**src/rtl/cache_pkg.sv**
```systemverilog
// Shared types, widths and address helpers for the cache line fill unit.
package cache_pkg;

  localparam int ADDR_W     = 32;
  localparam int INDEX_W    = 10;
  localparam int TAG_W      = 18;
  localparam int OFFSET_W   = 4;
  localparam int BEAT_W     = 32;
  localparam int LINE_W     = 128;
  localparam int BEATS      = 4;
  localparam int BEAT_IDX_W = 2;

  typedef enum logic [1:0] {
    IDLE   = 2'd0,
    WB     = 2'd1,
    RD     = 2'd2,
    COMMIT = 2'd3
  } fill_state_t;

  typedef struct packed {
    logic [TAG_W-1:0]      tag;
    logic [INDEX_W-1:0]    index;
    logic [BEAT_IDX_W-1:0] word;
    logic                  dirty;
    logic [TAG_W-1:0]      evict_tag;
    logic [LINE_W-1:0]     evict_line;
  } fill_ctx_t;

  // Byte address layout: {tag, index, word[1:0], byte[1:0]}
  function automatic logic [TAG_W-1:0] addr_tag(input logic [ADDR_W-1:0] addr);
    return addr[ADDR_W-1 -: TAG_W];
  endfunction

  function automatic logic [INDEX_W-1:0] addr_index(input logic [ADDR_W-1:0] addr);
    return addr[OFFSET_W +: INDEX_W];
  endfunction

  function automatic logic [BEAT_IDX_W-1:0] addr_word(input logic [ADDR_W-1:0] addr);
    return addr[2 +: BEAT_IDX_W];
  endfunction

  function automatic logic [ADDR_W-1:0] beat_addr(input logic [TAG_W-1:0]      tag,
                                                  input logic [INDEX_W-1:0]    index,
                                                  input logic [BEAT_IDX_W-1:0] beat);
    return {tag, index, beat, 2'b00};
  endfunction

endpackage

```
**src/rtl/cache_line_fill_unit_if.sv**
```systemverilog
// Request, RAM beat and cache write bundle of the cache line fill unit.
// master = the fill unit, slave = requester / RAM / cache environment.
interface cache_line_fill_unit_if;
  import cache_pkg::*;

  logic                  fill_req;
  logic                  fill_ready;
  logic [ADDR_W-1:0]     fill_addr;
  logic                  evict_dirty;
  logic [TAG_W-1:0]      evict_tag;
  logic [LINE_W-1:0]     evict_line;
  logic                  mem_req;
  logic                  mem_we;
  logic [ADDR_W-1:0]     mem_addr;
  logic [BEAT_W-1:0]     mem_wdata;
  logic [BEAT_W-1:0]     mem_rdata;
  logic                  mem_ack;
  logic                  cache_wrEn;
  logic [INDEX_W-1:0]    cache_index;
  logic [LINE_W-1:0]     cache_line;
  logic                  fill_done;
  logic                  crit_valid;
  logic [BEAT_W-1:0]     crit_word;

  modport master (
    input  fill_req, fill_addr, evict_dirty, evict_tag, evict_line, mem_rdata, mem_ack,
    output fill_ready, mem_req, mem_we, mem_addr, mem_wdata,
           cache_wrEn, cache_index, cache_line, fill_done, crit_valid, crit_word
  );

  modport slave (
    output fill_req, fill_addr, evict_dirty, evict_tag, evict_line, mem_rdata, mem_ack,
    input  fill_ready, mem_req, mem_we, mem_addr, mem_wdata,
           cache_wrEn, cache_index, cache_line, fill_done, crit_valid, crit_word
  );

endinterface

```
**src/rtl/cache_line_buffer.sv**
```systemverilog
// Four-slot beat buffer that assembles one cache line; clear wins over write.
module cache_line_buffer
  import cache_pkg::*;
(
  input  logic                  clk,
  input  logic                  reset,
  input  logic                  clr,
  input  logic                  wr_en,
  input  logic [BEAT_IDX_W-1:0] wr_slot,
  input  logic [BEAT_W-1:0]     wr_data,
  output logic [LINE_W-1:0]     line
);

  logic [BEATS-1:0][BEAT_W-1:0] slot_q;
  logic [BEATS-1:0][BEAT_W-1:0] slot_d;

  // Slot update: slot n holds word n of the line
  always_comb begin
    slot_d = slot_q;
    if (clr) begin
      slot_d = '0;
    end else if (wr_en) begin
      slot_d[wr_slot] = wr_data;
    end else begin
      slot_d = slot_q;
    end
  end

  // Slot storage
  always_ff @(posedge clk or posedge reset) begin
    if (reset) begin
      slot_q <= '0;
    end else begin
      slot_q <= slot_d;
    end
  end

  assign line = slot_q;

endmodule

```
**src/rtl/cache_line_fill_unit.sv**
```systemverilog
// Miss-service engine: optional dirty-victim write-back, 4-beat line read, one cache write.
// Optional macro CACHE_CRITICAL_WORD_FIRST_EN: read beats start at the missed word.
module cache_line_fill_unit
  import cache_pkg::*;
(
  input  logic                   globalclock,
  input  logic                   reset,
  cache_line_fill_unit_if.master bus
);

  fill_state_t           state_q, state_d;
  logic [BEAT_IDX_W-1:0] beat_q, beat_d;
  logic                  pending_q, pending_d;
  fill_ctx_t             ctx_q, ctx_d;

  logic                  fill_ready_s, accept_s, ack_s, buf_clr_s, buf_wr_s;
  logic [BEAT_IDX_W-1:0] rd_start_s, beat_inc_s;
  logic [LINE_W-1:0]     buf_line_s;
  logic                  mem_req_s, mem_we_s, cache_wren_s, fill_done_s;
  logic [ADDR_W-1:0]     mem_addr_s;
  logic [BEAT_W-1:0]     mem_wdata_s;
  logic [INDEX_W-1:0]    cache_index_s;
  logic [LINE_W-1:0]     cache_line_s;

  // pending_q covers the cycle between acceptance and the first bus beat
  assign fill_ready_s = (state_q == IDLE) && !pending_q;
  assign accept_s     = bus.fill_req && fill_ready_s;
  assign ack_s        = bus.mem_ack && ((state_q == WB) || (state_q == RD));
  assign beat_inc_s   = beat_q + 2'd1;

`ifdef CACHE_CRITICAL_WORD_FIRST_EN
  assign rd_start_s = ctx_q.word;
`else
  assign rd_start_s = 2'd0;
`endif

  // Request capture at the acceptance edge
  always_comb begin
    ctx_d = ctx_q;
    if (accept_s) begin
      ctx_d.tag        = addr_tag(bus.fill_addr);
      ctx_d.index      = addr_index(bus.fill_addr);
      ctx_d.word       = addr_word(bus.fill_addr);
      ctx_d.dirty      = bus.evict_dirty;
      ctx_d.evict_tag  = bus.evict_tag;
      ctx_d.evict_line = bus.evict_line;
    end else begin
      ctx_d = ctx_q;
    end
  end

  // Next state, beat counter and buffer control
  always_comb begin
    state_d   = state_q;
    beat_d    = beat_q;
    pending_d = pending_q;
    buf_clr_s = 1'b0;
    buf_wr_s  = 1'b0;
    case (state_q)
      IDLE: begin
        if (accept_s) begin
          pending_d = 1'b1;
          buf_clr_s = 1'b1;
        end else if (pending_q) begin
          pending_d = 1'b0;
          if (ctx_q.dirty) begin
            state_d = WB;
            beat_d  = 2'd0;
          end else begin
            state_d = RD;
            beat_d  = rd_start_s;
          end
        end else begin
          pending_d = 1'b0;
        end
      end
      WB: begin
        if (ack_s) begin
          if (beat_q == 2'd3) begin
            state_d = RD;
            beat_d  = rd_start_s;
          end else begin
            beat_d = beat_inc_s;
          end
        end else begin
          beat_d = beat_q;
        end
      end
      RD: begin
        if (ack_s) begin
          buf_wr_s = 1'b1;
          beat_d   = beat_inc_s;
          // the read run ends once the counter wraps back to its start word
          if (beat_inc_s == rd_start_s) begin
            state_d = COMMIT;
          end else begin
            state_d = RD;
          end
        end else begin
          beat_d = beat_q;
        end
      end
      COMMIT: begin
        state_d = IDLE;
        beat_d  = 2'd0;
      end
      default: begin
        state_d   = IDLE;
        beat_d    = 2'd0;
        pending_d = 1'b0;
      end
    endcase
  end

  // Control and request-context registers
  always_ff @(posedge globalclock or posedge reset) begin
    if (reset) begin
      state_q   <= IDLE;
      beat_q    <= 2'd0;
      pending_q <= 1'b0;
      ctx_q     <= '0;
    end else begin
      state_q   <= state_d;
      beat_q    <= beat_d;
      pending_q <= pending_d;
      ctx_q     <= ctx_d;
    end
  end

  cache_line_buffer u_line_buffer (
    .clk     (globalclock),
    .reset   (reset),
    .clr     (buf_clr_s),
    .wr_en   (buf_wr_s),
    .wr_slot (beat_q),
    .wr_data (bus.mem_rdata),
    .line    (buf_line_s)
  );

  // Moore output decode; data outputs stay zero outside their own state
  always_comb begin
    mem_req_s     = 1'b0;
    mem_we_s      = 1'b0;
    mem_addr_s    = 32'd0;
    mem_wdata_s   = 32'd0;
    cache_wren_s  = 1'b0;
    cache_index_s = 10'd0;
    cache_line_s  = 128'd0;
    fill_done_s   = 1'b0;
    case (state_q)
      IDLE: begin
        mem_req_s = 1'b0;
      end
      WB: begin
        mem_req_s   = 1'b1;
        mem_we_s    = 1'b1;
        mem_addr_s  = beat_addr(ctx_q.evict_tag, ctx_q.index, beat_q);
        mem_wdata_s = ctx_q.evict_line[{beat_q, 5'd0} +: BEAT_W];
      end
      RD: begin
        mem_req_s  = 1'b1;
        mem_addr_s = beat_addr(ctx_q.tag, ctx_q.index, beat_q);
      end
      COMMIT: begin
        cache_wren_s  = 1'b1;
        cache_index_s = ctx_q.index;
        cache_line_s  = buf_line_s;
        fill_done_s   = 1'b1;
      end
      default: begin
        mem_req_s = 1'b0;
      end
    endcase
  end

`ifdef CACHE_CRITICAL_WORD_FIRST_EN
  logic              crit_valid_q, crit_valid_d;
  logic [BEAT_W-1:0] crit_word_q, crit_word_d;

  // The first read ack is always the critical word
  always_comb begin
    crit_valid_d = (state_q == RD) && bus.mem_ack && (beat_q == ctx_q.word);
    if (crit_valid_d) begin
      crit_word_d = bus.mem_rdata;
    end else begin
      crit_word_d = 32'd0;
    end
  end

  // Critical-word pulse registers
  always_ff @(posedge globalclock or posedge reset) begin
    if (reset) begin
      crit_valid_q <= 1'b0;
      crit_word_q  <= 32'd0;
    end else begin
      crit_valid_q <= crit_valid_d;
      crit_word_q  <= crit_word_d;
    end
  end

  assign bus.crit_valid = crit_valid_q;
  assign bus.crit_word  = crit_word_q;
`else
  assign bus.crit_valid = 1'b0;
  assign bus.crit_word  = 32'd0;
`endif

  assign bus.fill_ready  = fill_ready_s;
  assign bus.mem_req     = mem_req_s;
  assign bus.mem_we      = mem_we_s;
  assign bus.mem_addr    = mem_addr_s;
  assign bus.mem_wdata   = mem_wdata_s;
  assign bus.cache_wrEn  = cache_wren_s;
  assign bus.cache_index = cache_index_s;
  assign bus.cache_line  = cache_line_s;
  assign bus.fill_done   = fill_done_s;

endmodule

```
**src/flat_wrapper.sv**
```systemverilog
// flat-port wrapper written by rule: the top's interface ports become plain ports
module cache_line_fill_unit_flat import cache_pkg::*;
  (globalclock, reset, bus_fill_req, bus_fill_addr, bus_evict_dirty, bus_evict_tag, bus_evict_line, bus_mem_rdata, bus_mem_ack, bus_fill_ready, bus_mem_req, bus_mem_we, bus_mem_addr, bus_mem_wdata, bus_cache_wrEn, bus_cache_index, bus_cache_line, bus_fill_done, bus_crit_valid, bus_crit_word);
  cache_line_fill_unit_if bus_i ();
  input  logic globalclock;
  input  logic reset;
  input wire logic [$bits(bus_i.fill_req)-1:0] bus_fill_req;
  input wire logic [$bits(bus_i.fill_addr)-1:0] bus_fill_addr;
  input wire logic [$bits(bus_i.evict_dirty)-1:0] bus_evict_dirty;
  input wire logic [$bits(bus_i.evict_tag)-1:0] bus_evict_tag;
  input wire logic [$bits(bus_i.evict_line)-1:0] bus_evict_line;
  input wire logic [$bits(bus_i.mem_rdata)-1:0] bus_mem_rdata;
  input wire logic [$bits(bus_i.mem_ack)-1:0] bus_mem_ack;
  output wire logic [$bits(bus_i.fill_ready)-1:0] bus_fill_ready;
  output wire logic [$bits(bus_i.mem_req)-1:0] bus_mem_req;
  output wire logic [$bits(bus_i.mem_we)-1:0] bus_mem_we;
  output wire logic [$bits(bus_i.mem_addr)-1:0] bus_mem_addr;
  output wire logic [$bits(bus_i.mem_wdata)-1:0] bus_mem_wdata;
  output wire logic [$bits(bus_i.cache_wrEn)-1:0] bus_cache_wrEn;
  output wire logic [$bits(bus_i.cache_index)-1:0] bus_cache_index;
  output wire logic [$bits(bus_i.cache_line)-1:0] bus_cache_line;
  output wire logic [$bits(bus_i.fill_done)-1:0] bus_fill_done;
  output wire logic [$bits(bus_i.crit_valid)-1:0] bus_crit_valid;
  output wire logic [$bits(bus_i.crit_word)-1:0] bus_crit_word;
  assign bus_i.fill_req = bus_fill_req;
  assign bus_i.fill_addr = bus_fill_addr;
  assign bus_i.evict_dirty = bus_evict_dirty;
  assign bus_i.evict_tag = bus_evict_tag;
  assign bus_i.evict_line = bus_evict_line;
  assign bus_i.mem_rdata = bus_mem_rdata;
  assign bus_i.mem_ack = bus_mem_ack;
  assign bus_fill_ready = bus_i.fill_ready;
  assign bus_mem_req = bus_i.mem_req;
  assign bus_mem_we = bus_i.mem_we;
  assign bus_mem_addr = bus_i.mem_addr;
  assign bus_mem_wdata = bus_i.mem_wdata;
  assign bus_cache_wrEn = bus_i.cache_wrEn;
  assign bus_cache_index = bus_i.cache_index;
  assign bus_cache_line = bus_i.cache_line;
  assign bus_fill_done = bus_i.fill_done;
  assign bus_crit_valid = bus_i.crit_valid;
  assign bus_crit_word = bus_i.crit_word;
  cache_line_fill_unit u_core (.globalclock(globalclock), .reset(reset), .bus(bus_i));
endmodule
```
**config.mk**
```make
export PLATFORM = sky130hd
export DESIGN_NAME = cache_line_fill_unit_flat
export DESIGN_NICKNAME = d
export VERILOG_FILES = /design/src/rtl/cache_pkg.sv /design/src/rtl/cache_line_fill_unit_if.sv /design/src/rtl/cache_line_buffer.sv /design/src/rtl/cache_line_fill_unit.sv /design/src/flat_wrapper.sv
export SDC_FILE = /design/constraint.sdc
export NUM_CORES = 1
export LEC_CHECK = 0
export ABC_AREA = 1
export BUFFER_PORTS_ARGS = -buffer_cell sky130_fd_sc_hd__buf_2
export CAP_MARGIN = 5
export CORE_AREA = 2 2 178 180
export DETAILED_ROUTE_END_ITERATION = 8
export DIE_AREA = 0 0 180 182
export PLACE_DENSITY_LB_ADDON = 0.12
export SKIP_CTS_REPAIR_TIMING = 1
export SYNTH_ARGS = -nofsm -noshare
export SYNTH_HDL_FRONTEND = slang
export SYNTH_SLANG_ARGS = --single-unit
```
**constraint.sdc**
```tcl
create_clock -name globalclock -period 15.2 [get_ports globalclock]
set_clock_uncertainty 0.15 [all_clocks]
set_input_delay 2.28 -clock globalclock [delete_from_list [all_inputs] [get_ports globalclock]]
set_output_delay 2.28 -clock globalclock [all_outputs]
set_load 0.03 [all_outputs]
```
; Yosys cells after proc, flatten, opt, wreduce, memory -nomap -nowiden
; Index checks and enable logic that the tools add are counted.
[totals]
elab_cells = 67
register_bits = 308
out_inout_bits = 240
[classes]
mux = 30
n_reduce_logical = 12
eq_ne = 9
add_sub_neg = 1
shifts = 1
order_cmp = 2
[ops]
columns = cell, count
row1 = 2-to-1 mux 128 bit, 3
row2 = bitwise mux 128 bit, 1
row3 = variable part select 128 x 8 -> 32 bit, 1
row4 = demux 32 bit (select 2 bit), 1
row5 = 2-to-1 mux 32 bit, 2
row6 = case mux 32 bit (2 select lines), 1
row7 = 2-to-1 mux 2 bit, 11
row8 = case mux 2 bit (4 select lines), 2
row9 = 2-to-1 mux 10 bit, 1
row10 = 2-to-1 mux 1 bit, 8
row11 = "equality test 2 bit, second input constant", 3
row12 = "!= test 2 x 1 -> 1 bit, second input constant", 3
row13 = AND reduction 5 bit, 1
row14 = logical AND 1 bit, 4
row15 = logical NOT 2 bit, 2
row16 = "!= test 2 bit, second input constant", 2
row17 = AND reduction 4 bit, 1
row18 = "< comparator 2 x 3 -> 1 bit, second input constant", 1
row19 = "adder 2 x 1 -> 2 bit, second input constant", 1
row20 = "equality test 2 x 1 -> 1 bit, second input constant", 1
row21 = ">= comparator 2 x 1 -> 1 bit, second input constant", 1
row22 = nonzero test 2 bit, 1
row23 = OR reduction 2 bit, 1
row24 = logical NOT 1 bit, 1
row25 = logical OR 1 bit, 1

; Depth between registers and ports, before layout
; Gate-level depths: netlist (run 1).
[logic_depth]
depth_word = 7
depth_mapped = 11

; Hierarchy
; A second synthesis (run 1) with hierarchy kept.
[unflattened]
cells_unflattened = 2078
area_unflattened_um2 = 15333.5
[modules_own_cells]
columns = module, seq_area_each_um2, area_each_um2, n_inst, cells_each
row1 = cache_line_fill_unit, 4504.3, 9965.8, 1, 1443
row2 = cache_line_buffer, 3203.1, 5367.6, 1, 635

; Worst setup path after synthesis (run 1)
; OpenSTA, ideal clock, no wires.
[synth_path]
kind = reg-to-output
from = reg u_core.state_q[0]
to = out bus_mem_addr[21]
path_stages_with_launch = 7
path_slack_ns = 10.890
arrival_ns = 1.880
cell_sequence = dfrtp_1 inv_1 ha_1 inv_1 clkbuf_1 buf_2 a21oi_1
[synth_between]
elab_chain_cells = 2
elab_cells_between_ends = 3
[synth_rtl]
columns = element, line_no
row1 = start: declaration, cache_line_fill_unit.sv:11  ; fill_state_t state_q, state_d;
row2 = start signal: assignment, cache_line_fill_unit.sv:123  ; state_q <= state_d;
row3 = equality test 2 bit / equality test 2 x 1 -> 1 bit (equally long branches), cache_line_fill_unit.sv:150  ; case (state_q)
row4 = case mux 32 bit (2 select lines) (*), cache_line_fill_unit.sv:150
row5 = end: declaration, flat_wrapper.sv:17  ; output wire logic [$bits(bus_i.mem_addr)-1:0] bus_mem_addr;
; Every way passes the cells marked *; elsewhere a longest branch is shown, timed or not.

; Worst setup path in the final report (run 1)
[layout_path]
from = reg u_core.state_q[0]
to = out bus_mem_addr[11]
; The elaborated chain is that of the path after synthesis.

==> impl_metrics.csv, run 1 <==
group,metric,value,unit
run_status,status,"finished, final reports clean",
grt,grt_use_total,25.1,%
placed_design,placed_area,17200,sq um
clock_network,clock-sinks,308,
critical_path,rr_worst_depth,9,
placed_design,placed_cells,2736,
synthesis,ys_seq_area_share,50.7,%
floorplanning,die_x,180,microns
routing,vias,13400,
routing,viasPerCell,4.76,
cells_and_area,finalNetCount,2596,
routing,wl,41500,microns
sta,clock.fmax,0.188,GHz
floorplanning,die_area,32800,sq um
critical_path,cp_max_fo,22,
clock_network,cts_tree,"yes",
sta,tns,0,ns
cells_and_area,final_cell_mix,"nand2_1, buf_2, inv_1, dfrtp_1, nor2_1",
grt,grt_max_degree,238,
critical_path,cp.arrival,2.90,ns
routing,wire_per_inst,14.8,microns
synthesis,ys_warn_count,0,
critical_path,cp-start-kind,"register",
clock_network,insertion_delay,0.51,ns
sta,fin_crit_sh,35.0,%
synthesis,avgSynthCellArea,7.55,sq um
cells_and_area,syn_to_final_growth,21.1,%
clock_network,clockBufferDepth,3,
synthesis,synth.distinct_cells,19,
job,cap_viol_max_count,0,
sta,finalMaxSlewViolations,0,
synthesis,synth.ff_latch_count,308,
critical_path,r2r_slack,12.14,ns
critical_path,critPathRequiredTime,12.77,ns
grt,grt-ovfl-total,0,
clock_network,clock-root-buffer,"clkbuf_16",
placed_design,routabilityCongestion,0.869,
routing,drtIter0Drc,919,
critical_path,end_kind,"output port",
clock_network,clkTransAtPathRegs,0.06,ns
min_path,hold_depth,2,
floorplanning,start_util,49.0,%
pwr,p_leak,11.6,nW
sta,hold_viol,0,
cells_and_area,final_area,18400,sq um
floorplanning,ioPinCount,455,
cells_and_area,layout_commonest_cell,"nand2_1",
floorplanning,die_h,182,microns
clock_network,cts-htree-levels,2,
cells_and_area,stdcell_count,2812,
placed_design,portBuffers,415,
grt,grt_pass1_vias,13000,
min_path,holdCritPathClass,"register to register",
pwr,finalPower,3.27,mW
synthesis,netlist_instances,2012,
sta,rsz0062_at_grt,"no",
cells_and_area,fin_util,59.4,%
sta,tightestPinTransition,1.24,ns
placed_design,dp_slack,10.39,ns
grt,grt_pass1_wl,66800,microns
clock_network,cts_inserted_buffers,36,
grt,antenna_found_initial,20,
floorplanning,num_rows,65,
cells_and_area,drive_gt1_share,24.4,%
sta,setup_ws,9.87,ns
sta,setup-violations-final,0,
routing,ant_nets,0,
sta,slew_headroom,17.5,%
sta,fin_crit,5.33,ns
routing,remaining_drc_errors,0,
critical_path,path_class,"register to output port",
synthesis,netlist_area,15200,sq um
pwr,p_per_area,177,nW/um^2
floorplanning,fp.coreArea,31000,sq um
sta,timing.hold.ws,0.322,ns
cells_and_area,nFillCells,2981,
pwr,ir_worst_vdd,0.114,mV
routing,drtPass1Iterations,5,
placed_design,dp_hpwl,26900,microns
==> area by class of cell <==
cell class,count,area [sq um],area share [%]
antenna,13,32.5,0.177
clock inverter,13,97.6,0.530
inverter,337,1270,6.91
clock buffer,50,1040,5.68
tap,402,503,2.73
sequential,308,7710,41.9
multi-input combinational,1257,5530,30.1
timing repair buffer,432,2220,12.0
==> flip-flops by register name, summed over array words and instances, names as in the netlist <==
register and cells:
u_core.ctx_q 175, u_core.u_line_buffer.line 128, u_core.beat_q 2, u_core.state_q 2, u_core.pending_q 1
==> where the power goes <==
part | total [mW] | internal, mW | switching (mW)
logic | 1.23 | 0.361 | 0.871
registers | 1.20 | 1.10 | 0.105
clock network | 0.833 | 0.497 | 0.336
==> layer usage <==
metal | up-vias | share of wire [%] | GRT usage, %
met2 | 445 | 48 | 41.9
met4 | 16 | 3.4 | 9.76
met3 | 99 | 7.7 | 6.32
met1 | 6220 | 41 | 31.5
met5 | - | 0.23 | 0
li1 | 6600 | - | -
==> kinds of logic after synthesis <==
| kind of cell | Yosys count | share of synthesized area [%] |
|---|---|---|
| AND/OR/NAND/NOR | 980 | 24.8 |
| buffers and inverters | 481 | 13.8 |
| flip-flops | 308 | 50.7 |
| AO/OA/AOI/OAI | 233 | 9.90 |
| adder cells (fa/ha/maj) | 9 | 0.741 |
| other | 1 | 0.0247 |
==> path summary, 6_finish.rpt <==
| path | from | to |
|---|---|---|
| worst max-delay path | u_core.state_q[0]$_DFFE_PP0P_ | bus_mem_addr[11] |
| worst min-delay path | u_core.u_line_buffer.line[95]$_DFFE_PP0P_ | u_core.u_line_buffer.line[95]$_DFFE_PP0P_ |
| worst max register to register | u_core.state_q[0]$_DFFE_PP0P_ | u_core.u_line_buffer.line[124]$_DFFE_PP0P_ |
| worst min register to register | u_core.u_line_buffer.line[95]$_DFFE_PP0P_ | u_core.u_line_buffer.line[95]$_DFFE_PP0P_ |
| max in group asynchronous | reset | u_core.ctx_q[121]$_DFFE_PP0P_ |
| min in group asynchronous | reset | u_core.u_line_buffer.line[57]$_DFFE_PP0P_ |
==> worst max-delay path: stages, from the launching register on <==
cell and delay, ns:
dfrtp_1 0.42, inv_1 0.15, ha_1 0.78, inv_1 0.13, nand2_1 0.16, nand2_1 0.29
nor2_1 0.23, buf_2 0.23
==> cells in the mapped netlist <==
cell type	number	area share, %
a21oi_1	97	3.2
dfrtp_1	308	51
buf_4	36	1.8
nand3_2	1	0.066
buf_2	65	2.1
nand2_1	758	19
buf_6	11	0.82
o21ai_0	45	1.5
ha_1	9	0.74
inv_2	2	0.049
inv_1	334	8.2
buf_1	1	0.025
clkinv_1	1	0.025
a21oi_2	89	5.1
o21bai_1	2	0.099
clkbuf_1	31	0.77
conb_1	1	0.025
nand3_1	63	2.1
nor2_1	158	3.9
No activity file was read; power rests on OpenSTA's default activity.
==> inputs of run 2 (changes only) <==
--- a/config.mk
+++ b/config.mk
@@ -8,9 +8,9 @@
 export ABC_AREA = 1
 export BUFFER_PORTS_ARGS = -buffer_cell sky130_fd_sc_hd__buf_2
 export CAP_MARGIN = 5
-export CORE_AREA = 2 2 178 180
+export CORE_MARGIN = 2
+export CORE_UTILIZATION = 52
 export DETAILED_ROUTE_END_ITERATION = 8
-export DIE_AREA = 0 0 180 182
 export PLACE_DENSITY_LB_ADDON = 0.12
 export SKIP_CTS_REPAIR_TIMING = 1
 export SYNTH_ARGS = -nofsm -noshare
==> constraint.sdc (replaced) <==
create_clock -name globalclock -period 5.3 [get_ports globalclock]
set_clock_uncertainty 0.15 [all_clocks]
set_input_delay 0.795 -clock globalclock [delete_from_list [all_inputs] [get_ports globalclock]]
set_output_delay 0.795 -clock globalclock [all_outputs]
set_load 0.03 [all_outputs]
==> run 2 against run 1 <==
Effect of this change: global-route usage rose by 1.4 points; final cell count decreased by 0.71%; sequential share of layout area down 0.068 points; via count rose by 0.34%; sequential power grew to 2.9 times the previous value; critical path type unchanged; clock-buffer cell count did not move; register-to-register slack worse by 10 ns; critical endpoint is now bus_mem_addr[5].
==> impl_metrics.csv, run 2 (synthesis gave the netlist of run 1 again) <==
group,metric,value,unit
clock_network,cts-htree-levels,2,
sta,tns,0,ns
pwr,combPwrFrac,37.3,%
routing,viasPerCell,4.81,
sta,tightestPinTransition,1.21,ns
grt,grt-ovfl-total,0,
floorplanning,num_rows,62,
grt,grt_max_degree,248,
routing,wire_per_inst,14.7,microns
sta,hold_viol,0,
placed_design,portBuffers,415,
cells_and_area,finalNetCount,2597,
critical_path,cp_max_fo,22,
floorplanning,die_x,175,microns
grt,grt_pass1_vias,13100,
pwr,pwr-share-clk,26.0,%
sta,finalMaxSlewViolations,0,
cells_and_area,final_cell_mix,"nand2_1, buf_2, inv_1, dfrtp_1, nor2_1",
routing,drtPass1Iterations,6,
clock_network,cts_inserted_buffers,36,
routing,drtIter0Drc,895,
pwr,power.internal,5.67,mW
sta,timing.hold.ws,0.0402,ns
clock_network,cts_tree,"yes",
job,cap_viol_max_count,0,
floorplanning,die_area,30600,sq um
pwr,pwr-share-seq,36.7,%
cells_and_area,layout_commonest_cell,"nand2_1",
routing,ant_nets,0,
pwr,p_switching,3.77,mW
pwr,switching_share,40.0,%
cells_and_area,multi_input_area,5530,sq um
critical_path,rr_worst_depth,9,
clock_network,insertion_delay,0.51,ns
placed_design,dp_hpwl,26900,microns
floorplanning,die_h,175,microns
grt,grt_use_total,26.5,%
sta,rsz0062_at_grt,"no",
cells_and_area,seqCellArea,7710,sq um
critical_path,cp.arrival,2.82,ns
critical_path,path_class,"register to output port",
sta,slew_headroom,19.2,%
clock_network,clock-sinks,308,
critical_path,end_kind,"output port",
routing,wl,40900,microns
sta,fin_crit_sh,71.1,%
pwr,ir_worst_vdd,0.324,mV
clock_network,clock-root-buffer,"clkbuf_16",
clock_network,clkTransAtPathRegs,0.06,ns
grt,antenna_found_initial,13,
cells_and_area,regMostFlops,"u_core.ctx_q",
routing,vias,13400,
run_status,status,"finished, final reports clean",
floorplanning,fp.coreArea,28700,sq um
floorplanning,ioPinCount,455,
sta,setup-violations-final,0,
critical_path,cp-start-kind,"register",
cells_and_area,largest_reg_flops,175,
pwr,p_per_area,512,nW/um^2
sta,fin_crit,3.77,ns
pwr,p_leak,11.7,nW
floorplanning,start_util,52.9,%
routing,remaining_drc_errors,0,
cells_and_area,nFillCells,2636,
min_path,holdCritPathClass,"input pin to asynchronous set/reset pin",
sta,clock.fmax,0.265,GHz
placed_design,routabilityCongestion,0.833,
grt,grt_pass1_wl,65700,microns
critical_path,critPathRequiredTime,4.36,ns
cells_and_area,syn_to_final_growth,21.3,%
cells_and_area,drive_gt1_share,24.4,%
clock_network,clockBufferDepth,3,
## run 2: area by class of cell
| cell class | instances | share of cell area (%) |
|---|---|---|
| antenna | 11 | 0.149 |
| clock buffer | 50 | 5.72 |
| clock inverter | 12 | 0.631 |
| inverter | 337 | 6.88 |
| multi-input combinational | 1257 | 30.0 |
| sequential | 308 | 41.8 |
| tap | 384 | 2.61 |
| timing repair buffer | 433 | 12.2 |
## run 2: worst paths after layout
| kind | start | end | slack [ns] |
|---|---|---|---|
| worst max-delay path | u_core.state_q[0]$_DFFE_PP0P_ | bus_mem_addr[5] | 1.53 |
| worst min-delay path | reset | u_core.u_line_buffer.line[56]$_DFFE_PP0P_ | 0.04 |
| worst max register to register | u_core.state_q[0]$_DFFE_PP0P_ | u_core.u_line_buffer.line[14]$_DFFE_PP0P_ | 2.09 |
| worst min register to register | u_core.u_line_buffer.line[0]$_DFFE_PP0P_ | u_core.u_line_buffer.line[0]$_DFFE_PP0P_ | 0.32 |
| max in group asynchronous | reset | u_core.u_line_buffer.line[6]$_DFFE_PP0P_ | 3.90 |
| min in group globalclock | u_core.u_line_buffer.line[0]$_DFFE_PP0P_ | u_core.u_line_buffer.line[0]$_DFFE_PP0P_ | 0.32 |
## run 2: per-stage QoR
stage / setup WS (ns) / cells / utilization, % / instance area, sq um / power [mW]
global route: 1.29 / 2789 / 64.2 / 18400 / 10.1
finish: 1.53 / 2792 / 64.2 / 18400 / 9.45
detailed placement: 2.08 / 2719 / 60.1 / 17200 / 7.03
floorplan: 0.256 / 2046 / - / 15300 / 6.20
CTS: 1.52 / 2781 / 64.1 / 18400 / 9.53
global placement: 2.12 / 2719 / 60.1 / 17200 / 6.92
## run 2: per-layer routing
layer / global-route usage (%) / vias up / part of all wire [%]
met4: 11.5 / 6 / 4.1
met3: 6.46 / 99 / 7.9
met5: 0 / - / 0.076
met2: 44.6 / 469 / 48
li1: - / 6620 / -
met1: 32.7 / 6231 / 40
## run 2: power groups by stage
stage | clock [mW] | combinational, mW | sequential [mW]
3_3_place_gp | 0 | 3.46 | 3.47
4_1_cts | 2.51 | 3.55 | 3.47
6_report | 2.45 | 3.53 | 3.47
3_5_place_dp | 0 | 3.53 | 3.50
5_1_grt | 2.59 | 3.95 | 3.55
2_1_floorplan | 0 | 2.79 | 3.41
## run 2: critical path, stage by stage (launching register included)
cell and delay, ns:
dfrtp_1 0.43, inv_1 0.14, ha_1 0.78, inv_1 0.13, nand2_1 0.21, nand2_1 0.26
nor2_1 0.16, buf_2 0.22
